**src/rtl/piso_pkg.sv**
```systemverilog
// Shared types and sizing helpers for the parallel-in / serial-out serializer.
package piso_pkg;

    typedef enum logic {
        IDLE  = 1'b0,
        SHIFT = 1'b1
    } state_t;

    // Bit-counter width; never below one bit so a 2-bit word still has a counter.
    function automatic int cnt_width(input int width);
        return (width <= 2) ? 1 : $clog2(width);
    endfunction

endpackage

```
**src/rtl/piso_hold_reg.sv**
```systemverilog
// One-word holding register: lets the serializer accept the next word while the
// current one is still shifting out.
module piso_hold_reg
    import piso_pkg::*;
#(
    parameter int WIDTH = 8
) (
    input  logic             clk,
    input  logic             arst_n,
    input  logic             load,
    input  logic             clear,
    input  logic [WIDTH-1:0] load_data,
    output logic [WIDTH-1:0] data,
    output logic             valid
);

    always_ff @(posedge clk or negedge arst_n) begin
        if (!arst_n) begin
            data  <= '0;
            valid <= 1'b0;
        end else if (clear) begin
            valid <= 1'b0;
        end else if (load) begin
            data  <= load_data;
            valid <= 1'b1;
        end
    end

endmodule

```
**src/rtl/piso_serializer.sv**
```systemverilog
// Parallel-in / serial-out serializer with a one-word skid so a continuously
// fed stream leaves no gap between frames.
module piso_serializer
    import piso_pkg::*;
#(
    parameter int WIDTH     = 8,
    parameter bit MSB_FIRST = 1'b1
) (
    input  logic             clk,
    input  logic             arst_n,
    input  logic [WIDTH-1:0] in_data,
    input  logic             in_valid,
    output logic             in_ready,
    output logic             ser_out,
    output logic             ser_valid,
    output logic             ser_last,
    input  logic             ser_ready,
    output logic             busy
);

    if (WIDTH < 2) begin : g_width_check
        $error("piso_serializer: WIDTH must be at least 2");
    end

    localparam int               CNT_W    = cnt_width(WIDTH);
    localparam logic [CNT_W-1:0] CNT_LAST = CNT_W'(WIDTH - 1);

    state_t             state;
    logic [WIDTH-1:0]   sreg;
    logic [CNT_W-1:0]   cnt;
    logic [WIDTH-1:0]   hold_data;
    logic               hold_valid;

    logic               accept;
    logic               xfer;
    logic               last_xfer;
    logic               hold_load;
    logic               hold_clear;

    function automatic logic [WIDTH-1:0] shift_toward_out(input logic [WIDTH-1:0] v);
        if (MSB_FIRST) begin
            return {v[WIDTH-2:0], 1'b0};
        end else begin
            return {1'b0, v[WIDTH-1:1]};
        end
    endfunction

    // Handshakes depend only on registered state, never on in_valid/ser_ready paths.
    assign in_ready  = !hold_valid;
    assign ser_valid = (state == SHIFT);
    assign ser_out   = MSB_FIRST ? sreg[WIDTH-1] : sreg[0];
    assign ser_last  = ser_valid && (cnt == CNT_LAST);
    assign busy      = ser_valid || hold_valid;

    assign accept    = in_valid && in_ready;
    assign xfer      = ser_valid && ser_ready;
    assign last_xfer = xfer && (cnt == CNT_LAST);

    // A word arriving mid-frame parks in the hold unless the frame ends on this edge.
    assign hold_load  = accept && (state == SHIFT) && !last_xfer;
    assign hold_clear = last_xfer && hold_valid;

    piso_hold_reg #(
        .WIDTH (WIDTH)
    ) u_hold (
        .clk       (clk),
        .arst_n    (arst_n),
        .load      (hold_load),
        .clear     (hold_clear),
        .load_data (in_data),
        .data      (hold_data),
        .valid     (hold_valid)
    );

    always_ff @(posedge clk or negedge arst_n) begin
        if (!arst_n) begin
            state <= IDLE;
            sreg  <= '0;
            cnt   <= '0;
        end else begin
            case (state)
                IDLE: begin
                    if (accept) begin
                        sreg  <= in_data;
                        cnt   <= '0;
                        state <= SHIFT;
                    end
                end
                SHIFT: begin
                    if (last_xfer) begin
                        cnt <= '0;
                        if (hold_valid) begin
                            sreg <= hold_data;
                        end else if (accept) begin
                            sreg <= in_data;
                        end else begin
                            sreg  <= '0;
                            state <= IDLE;
                        end
                    end else if (xfer) begin
                        sreg <= shift_toward_out(sreg);
                        cnt  <= cnt + 1'b1;
                    end
                end
                default: begin
                    state <= IDLE;
                end
            endcase
        end
    end

    hold_only_while_shifting: assert property (
        @(posedge clk) disable iff (!arst_n) hold_valid |-> (state == SHIFT)
    );

    cnt_in_range: assert property (
        @(posedge clk) disable iff (!arst_n) cnt <= CNT_LAST
    );

endmodule

```
**config.mk**
```make
export PLATFORM = sky130hd
export DESIGN_NAME = piso_serializer
export DESIGN_NICKNAME = d
export VERILOG_FILES = /design/src/rtl/piso_pkg.sv /design/src/rtl/piso_hold_reg.sv /design/src/rtl/piso_serializer.sv
export SDC_FILE = /design/constraint.sdc
export NUM_CORES = 1
export LEC_CHECK = 0
export CAP_MARGIN = 20
export CORE_ASPECT_RATIO = 0.9
export CORE_MARGIN = 2
export CORE_UTILIZATION = 40
export CTS_CLUSTER_SIZE = 24
export DETAILED_ROUTE_END_ITERATION = 8
export HOLD_SLACK_MARGIN = 0.03
export SYNTH_ARGS = -nofsm -noshare
export SYNTH_HDL_FRONTEND = slang
export SYNTH_SLANG_ARGS = --single-unit
```
**constraint.sdc**
```tcl
create_clock -name clk -period 2.8 [get_ports clk]
set_clock_uncertainty 0.2 [all_clocks]
set_input_delay 0.28 -clock clk [delete_from_list [all_inputs] [get_ports clk]]
set_output_delay 0.28 -clock clk [all_outputs]
set_load 0.05 [all_outputs]
```
==> results of run 1 <==
state kept, by name, indices dropped and copies added, names as in the netlist:
name,flops
cnt,3
ser_valid,1
sreg,8
u_hold.data,8
u_hold.valid,1
through the flow:
step,utilization,cell area [µm²]
global placement,0.485,1320
CTS,0.495,1350
detailed placement,0.485,1320
global route,0.495,1350
floorplan,-,1140
finish,0.495,1350
routing by layer:
layer | share of wire | global-route usage | wire, µm | up-vias
met5 | 0 | 0 | 0 | -
met4 | 0.0066 | 0.0222 | 15 | 0
met3 | 0.060 | 0.0496 | 135 | 2
met2 | 0.47 | 0.266 | 1050 | 22
met1 | 0.47 | 0.232 | 1050 | 401
li1 | - | - | - | 425
power groups by stage:
stage / Combinational (mW) / Clock [mW] / Sequential, mW
2_1_floorplan: 0.350 / 0 / 0.544
3_3_place_gp: 0.474 / 0 / 0.534
3_5_place_dp: 0.486 / 0 / 0.535
4_1_cts: 0.486 / 0.151 / 0.530
5_1_grt: 0.540 / 0.171 / 0.554
6_report: 0.480 / 0.145 / 0.532
worst reg2reg max path: cells and delay by family (launching register included):
| kind | cells | cell delay, ns |
|---|---|---|
| AOI/OAI and AO/OA | 1 | 0.12 |
| adders and majority gates | 2 | 0.43 |
| buffers and inverters | 1 | 0.18 |
| DFF | 1 | 0.42 |
| muxes | 1 | 0.35 |
| and+or+nand+nor | 1 | 0.24 |
worst max path at each step:
| stage | endpoint | slack (ns) |
|---|---|---|
| 6_report | ser_last | 0.32 |
| 5_1_grt | busy | 0.17 |
| 4_1_cts | ser_last | 0.30 |
| 3_5_place_dp | ser_last | 0.67 |
| 3_3_place_gp | ser_last | 0.69 |
| 2_1_floorplan | cnt[0] | 0.71 |
logic make-up (layout without fill, tap and decap cells):
group / after synthesis / in the layout / synth area share
buffers and inverters: 16 / 32 / 0.0725
multiplexers: 9 / 9 / 0.0923
AND/OR/NAND/NOR: 34 / 34 / 0.160
adder cells (fa/ha/maj): 2 / 2 / 0.0220
AO/OA/AOI/OAI: 30 / 30 / 0.191
flip-flops: 21 / 21 / 0.462
layout by cell type, fill, tap and decap left out, drive strengths merged:
cell | Yosys | final
a22o | 1 | 1
a21o | 8 | 8
a21oi | 1 | 1
inv | 9 | 9
nand2 | 18 | 18
nand3b | 8 | 8
mux2 | 9 | 9
nor2b | 1 | 1
clkdlybuf4s50 | 0 | 16
nand3 | 2 | 2
o21ai | 9 | 9
a32oi | 7 | 7
ha | 2 | 2
and2 | 2 | 2
clkbuf | 3 | 4
nor2 | 1 | 1
a21boi | 2 | 2
or3b | 1 | 1
dfrtp | 21 | 21
a32o | 1 | 1
a2bb2oi | 1 | 1
buf | 4 | 3
or2 | 1 | 1
layout make-up:
type	instances	area, µm²
Fill cell	256	1380
Multi-Input combinational cell	75	531
Sequential cell	21	526
Timing Repair Buffer	19	183
Tap cell	40	50.0
Inverter	9	33.8
Clock buffer	4	26.3
==> flow_summary.yaml, run 1 <==
synth:
  synth_async_sr_flop_share: 1.00
  post_synth_inst_count: 112
  synth.top_cell.area_share: 0.462
  post_synth.cell_area_avg_um2: 10.2
  synth_seq_area_share: 0.462
  synth_largest_area_cell: "sky130_fd_sc_hd__dfrtp_1"
  syn_area_mm2: 0.00114
  ys_ff_latch: 21
  dominantRegCellSynth: "sky130_fd_sc_hd__dfrtp_1"
  synthDistinctLibCells: 27
  synth.most_common_cell: "sky130_fd_sc_hd__dfrtp_1"
  number_of_enable_flip_flop_cells_after_synthesis: 0
  synth.area.top_cells: "sky130_fd_sc_hd__dfrtp_1, sky130_fd_sc_hd__mux2_2, sky130_fd_sc_hd__nand2_1"
  synth.cells.most_frequent: "sky130_fd_sc_hd__dfrtp_1, sky130_fd_sc_hd__nand2_1, sky130_fd_sc_hd__inv_1, sky130_fd_sc_hd__o21ai_0"
  yosysWarningCount: 0
  syn-num-nets: 126
floorplan:
  core_region_area_mm2: 0.00273
  std_cell_rows: 18
  chipWidth_um: 60.2
  die_area_mm2: 0.00329
  floorplan.initialDensity: 0.418
  ios: 17
  fp.dieH_um: 54.6
drt:
  routed_wirelength_um: 2260
  antenna_violating_nets_remaining: 0
  routedWlPerCell_um: 13.4
  drt-pass1-iter-count: 4
  dr_total_vias: 850
  viasPerCell: 5.06
  number_of_design_rule_violations_left_by_the_first_detailed_router_iteration: 23
  route.detailed.drc: 0
critical_path:
  worst_ep_arrival_time_ns: 2.00
  critical_path.max_stage_delay_ns: 0.79
  cp_top_family: "buffers and inverters"
  startpoint_type: "flop"
  worstPathCellList: "ha_1 -> ha_1 -> and2_1 -> clkdlybuf4s50_1"
  worst_path_max_delay_cell: "sky130_fd_sc_hd__clkdlybuf4s50_1"
  cp_num_cells: 4
  critical_path.reg2reg.endpoint: "u_hold.data[5]"
  critical_path.n_buffers_inverters: 1
  worst-r2r-cell-count: 6
  crit_start: "cnt[0]"
  worstSetupPathType: "flop to primary output"
  regToRegSetupSlack_ns: 0.74
  cp_data_required_time_ns: 2.32
  worstPathMaxFanout: 4
  r2r_start: "cnt[0]"
  crit_path_frequent_cell: "sky130_fd_sc_hd__ha_1"
  critical_path.endpoint_type: "primary output"
finish:
  final_net_count: 143
  drive_gt1_frac: 0.148
  post_layout_nonfiller_instances: 168
  layout-area-overhead-vs-synth_pct: 18.5
  antenna_cells_inserted: 0
pwr:
  p_leak_nw: 0.589
  power_report.internal_total_uw: 722
  power_switching_share: 0.376
  power_mw: 1.16
  net-switching-power_uw: 435
  power.clock.fraction: 0.125
  worst_vdd_rail_ir_drop_mv: 0.467
  pwr_density_cell_mw_per_mm2: 858
  power_frac_seq: 0.460
  comb_power_share: 0.415
timing:
  worst_slew_margin_rel: 0.649
  finalHoldViolCount: 0
  fin_hold_ws_ns: 0.0992
  final.setup.tns_ns: 0
  timing.final.crit_share: 0.887
  timing.final.max_slew_violations: 0
  unrepaired_setup_endpoints_after_global_routing: "no"
  fin_ws_ns: 0.317
  layout_min_cycle_time_ns: 2.48
  setup_viol: 0
  worst-slew-pin-transition_ns: 0.527
  clock.fmax_ghz: 0.403
clock_tree:
  postCtsSetupRepairBufs: 0
  cts.path.max_buffers: 2
  clkTransAtPathRegs_ns: 0.11
  cts-root-buf: "sky130_fd_sc_hd__clkbuf_4"
  cts_hold_buffers: 0
  cts-resized-gates: 0
  cts_tree: "yes"
  clock-sinks: 21
  cts_buffers: 3
  cts_htree_levels: 1
  clock_latency_on_the_worst_skew_pair_ns: 0.30
placed_design:
  dpl.hpwl_um: 1570
  dpl_worst_slack_ns: 0.665
  place_inst: 164
  place.gp.congestion: 0.796
  port_buffers: 16
grt:
  grt_use_total: 0.167
  vias_in_the_first_global_route: 820
  grt_remaining_overflow: 0
  grt_first_pass_wirelength_um: 3930
  grt_antenna_before_repair: 0
  grt_max_degree: 22
hold_path:
  classification_of_the_worst_slack_hold_path: "primary input to async pin"
job:
  cap_viol_max_count: 0
run_status:
  result_of_the_run: "complete, no violations"
Power figures use the tool's default switching activity.
==> run 2, diff against run 1 <==
CELL_PAD_IN_SITES_DETAIL_PLACEMENT = 0   (was default)
CELL_PAD_IN_SITES_GLOBAL_PLACEMENT = 1   (was default)
GPL_TIMING_DRIVEN = 0   (was default)
PLACE_DENSITY_LB_ADDON = 0.1   (was default)
==> flow_summary.yaml, run 2 (synthesis results as in run 1) <==
clock_tree:
  postCtsSetupRepairBufs: 0
  cts.path.max_buffers: 2
  cts_htree_levels: 1
  cts_hold_buffers: 0
  cts_buffers: 3
  cts-resized-gates: 2
  cts_tree: "yes"
  clock_latency_on_the_worst_skew_pair_ns: 0.30
  clock-sinks: 21
  cts-root-buf: "sky130_fd_sc_hd__clkbuf_4"
  clkTransAtPathRegs_ns: 0.12
timing:
  clock.fmax_ghz: 0.404
  worst_slew_margin_rel: 0.642
  timing.final.max_slew_violations: 0
  unrepaired_setup_endpoints_after_global_routing: "no"
  finalHoldViolCount: 0
  final.setup.tns_ns: 0
  setup_viol: 0
  fin_hold_ws_ns: 0.0563
  timing.final.crit_share: 0.884
  worst-slew-pin-transition_ns: 0.537
  layout_min_cycle_time_ns: 2.48
pwr:
  worst_vdd_rail_ir_drop_mv: 0.475
  pwr_density_cell_mw_per_mm2: 855
  comb_power_share: 0.445
  power_frac_seq: 0.426
  power_mw: 1.19
  power.clock.fraction: 0.129
  power_switching_share: 0.379
  p_leak_nw: 0.605
  net-switching-power_uw: 451
  power_report.internal_total_uw: 738
finish:
  antenna_cells_inserted: 0
  drive_gt1_frac: 0.158
  mostFrequentLayoutCells: "sky130_fd_sc_hd__dfrtp_1, sky130_fd_sc_hd__nand2_1, sky130_fd_sc_hd__clkdlybuf4s50_1"
  layout-area-overhead-vs-synth_pct: 22.1
  layout.cells.most_common: "sky130_fd_sc_hd__dfrtp_1"
  post_layout_nonfiller_instances: 173
  largestRegisters: "sreg: 8 flops, u_hold.data: 8 flops, cnt: 3 flops"
  final_net_count: 148
grt:
  grt_remaining_overflow: 0
  grt_max_degree: 22
  grt_antenna_before_repair: 0
  grt_first_pass_wirelength_um: 4060
  grt_use_total: 0.175
  vias_in_the_first_global_route: 816
floorplan:
  floorplan.initialDensity: 0.418
  core_region_area_mm2: 0.00273
  ios: 17
  std_cell_rows: 18
  fp.dieH_um: 54.6
  chipWidth_um: 60.2
  die_area_mm2: 0.00329
critical_path:
  critical_path.n_buffers_inverters: 3
  cp_data_required_time_ns: 2.32
  worst_path_max_delay_cell: "sky130_fd_sc_hd__dlygate4sd2_1"
  worstPathCellList: "buf_1 -> clkbuf_2 -> or2_2 -> dlygate4sd2_1"
  worstSetupPathType: "flop to primary output"
  critical_path.max_stage_delay_ns: 0.51
  critical_path.endpoint_type: "primary output"
  cp_top_family: "buffers and inverters"
  startpoint_type: "flop"
  worstPathMaxFanout: 10
  worst_ep_arrival_time_ns: 2.00
drt:
  routedWlPerCell_um: 14.4
  route.detailed.drc: 0
  route.layer.met1.wl_um: 1270
  dr_total_vias: 905
  routed-wl-met3_um: 69
  drt-pass1-iter-count: 4
  viasPerCell: 5.23
  met2WireLength_um: 1150
  antenna_violating_nets_remaining: 0
  number_of_design_rule_violations_left_by_the_first_detailed_router_iteration: 38
  routed_wirelength_um: 2500
  route.top_layer_used: "met4"
job:
  cap_viol_max_count: 0
run_status:
  result_of_the_run: "complete, no violations"
hold_path:
  classification_of_the_worst_slack_hold_path: "primary input to async pin"
placed_design:
  port_buffers: 16
  dpl.hpwl_um: 1630
  place.gp.congestion: 0.765
  place_inst: 168
[run 2: changes by cell type in the layout (fill, tap and decap cells not counted)]
cell	before	now
sky130_fd_sc_hd__buf_4	3	0
sky130_fd_sc_hd__buf_8	0	1
sky130_fd_sc_hd__clkbuf_1	1	3
sky130_fd_sc_hd__dlygate4sd2_1	0	1
sky130_fd_sc_hd__clkdlybuf4s50_1	16	15
sky130_fd_sc_hd__buf_6	0	3
sky130_fd_sc_hd__clkbuf_2	0	1
sky130_fd_sc_hd__buf_1	0	1
[run 2: power groups by stage]
stage | combinational, mW | sequential [mW] | clock, mW
finish | 0.529 | 0.506 | 0.153
global route | 0.589 | 0.520 | 0.171
CTS | 0.533 | 0.507 | 0.160
detailed placement | 0.531 | 0.514 | 0
global placement | 0.525 | 0.507 | 0
floorplan | 0.350 | 0.544 | 0
[run 2: per-layer routing]
layer  track usage  vias up
met4        0.0667        0
met1         0.254      452
li1              -      436
met2         0.266       15
met3        0.0213        2
met5             0        -
[run 2: layout make-up]
| cell class | instances | area, µm² |
|---|---|---|
| sequential | 21 | 526 |
| timing repair buffer | 17 | 174 |
| multi-input combinational | 75 | 531 |
| tap | 40 | 50.0 |
| fill | 262 | 1340 |
| clock buffer | 4 | 26.3 |
| inverter | 9 | 33.8 |
| buffer | 7 | 50.0 |
[run 2: path summary, 6_finish.rpt]
| check | depth (start not counted) | from | slack, ns | to |
|---|---|---|---|---|
| max | 4 | u_hold.valid | 0.32 | busy |
| min | 1 | arst_n | 0.06 | u_hold.valid |
| max reg2reg | 5 | cnt[0] | 0.63 | u_hold.data[5] |
| min reg2reg | 1 | u_hold.data[7] | 0.32 | u_hold.data[7] |
| max in group asynchronous | 2 | arst_n | 1.91 | sreg[1] |
| min in group clk | 1 | u_hold.data[7] | 0.32 | u_hold.data[7] |
[run 2: metrics by stage]
| stage | setup slack (ns) | cell area (µm²) | utilization |
|---|---|---|---|
| after floorplan | 0.709 | 1140 | - |
| after global placement | 0.240 | 1350 | 0.495 |
| after detailed placement | 0.205 | 1350 | 0.495 |
| after CTS | 0.264 | 1380 | 0.505 |
| after global routing | 0.171 | 1390 | 0.510 |
| final | 0.325 | 1390 | 0.510 |
[run 2: worst reg2reg max path, stage by stage, from the launching register on]
cell and delay [ns]:
sky130_fd_sc_hd__dfrtp_1 0.42, sky130_fd_sc_hd__ha_1 0.20, sky130_fd_sc_hd__ha_1 0.22, sky130_fd_sc_hd__a21boi_2 0.39
sky130_fd_sc_hd__nand3_2 0.30, sky130_fd_sc_hd__mux2_2 0.35
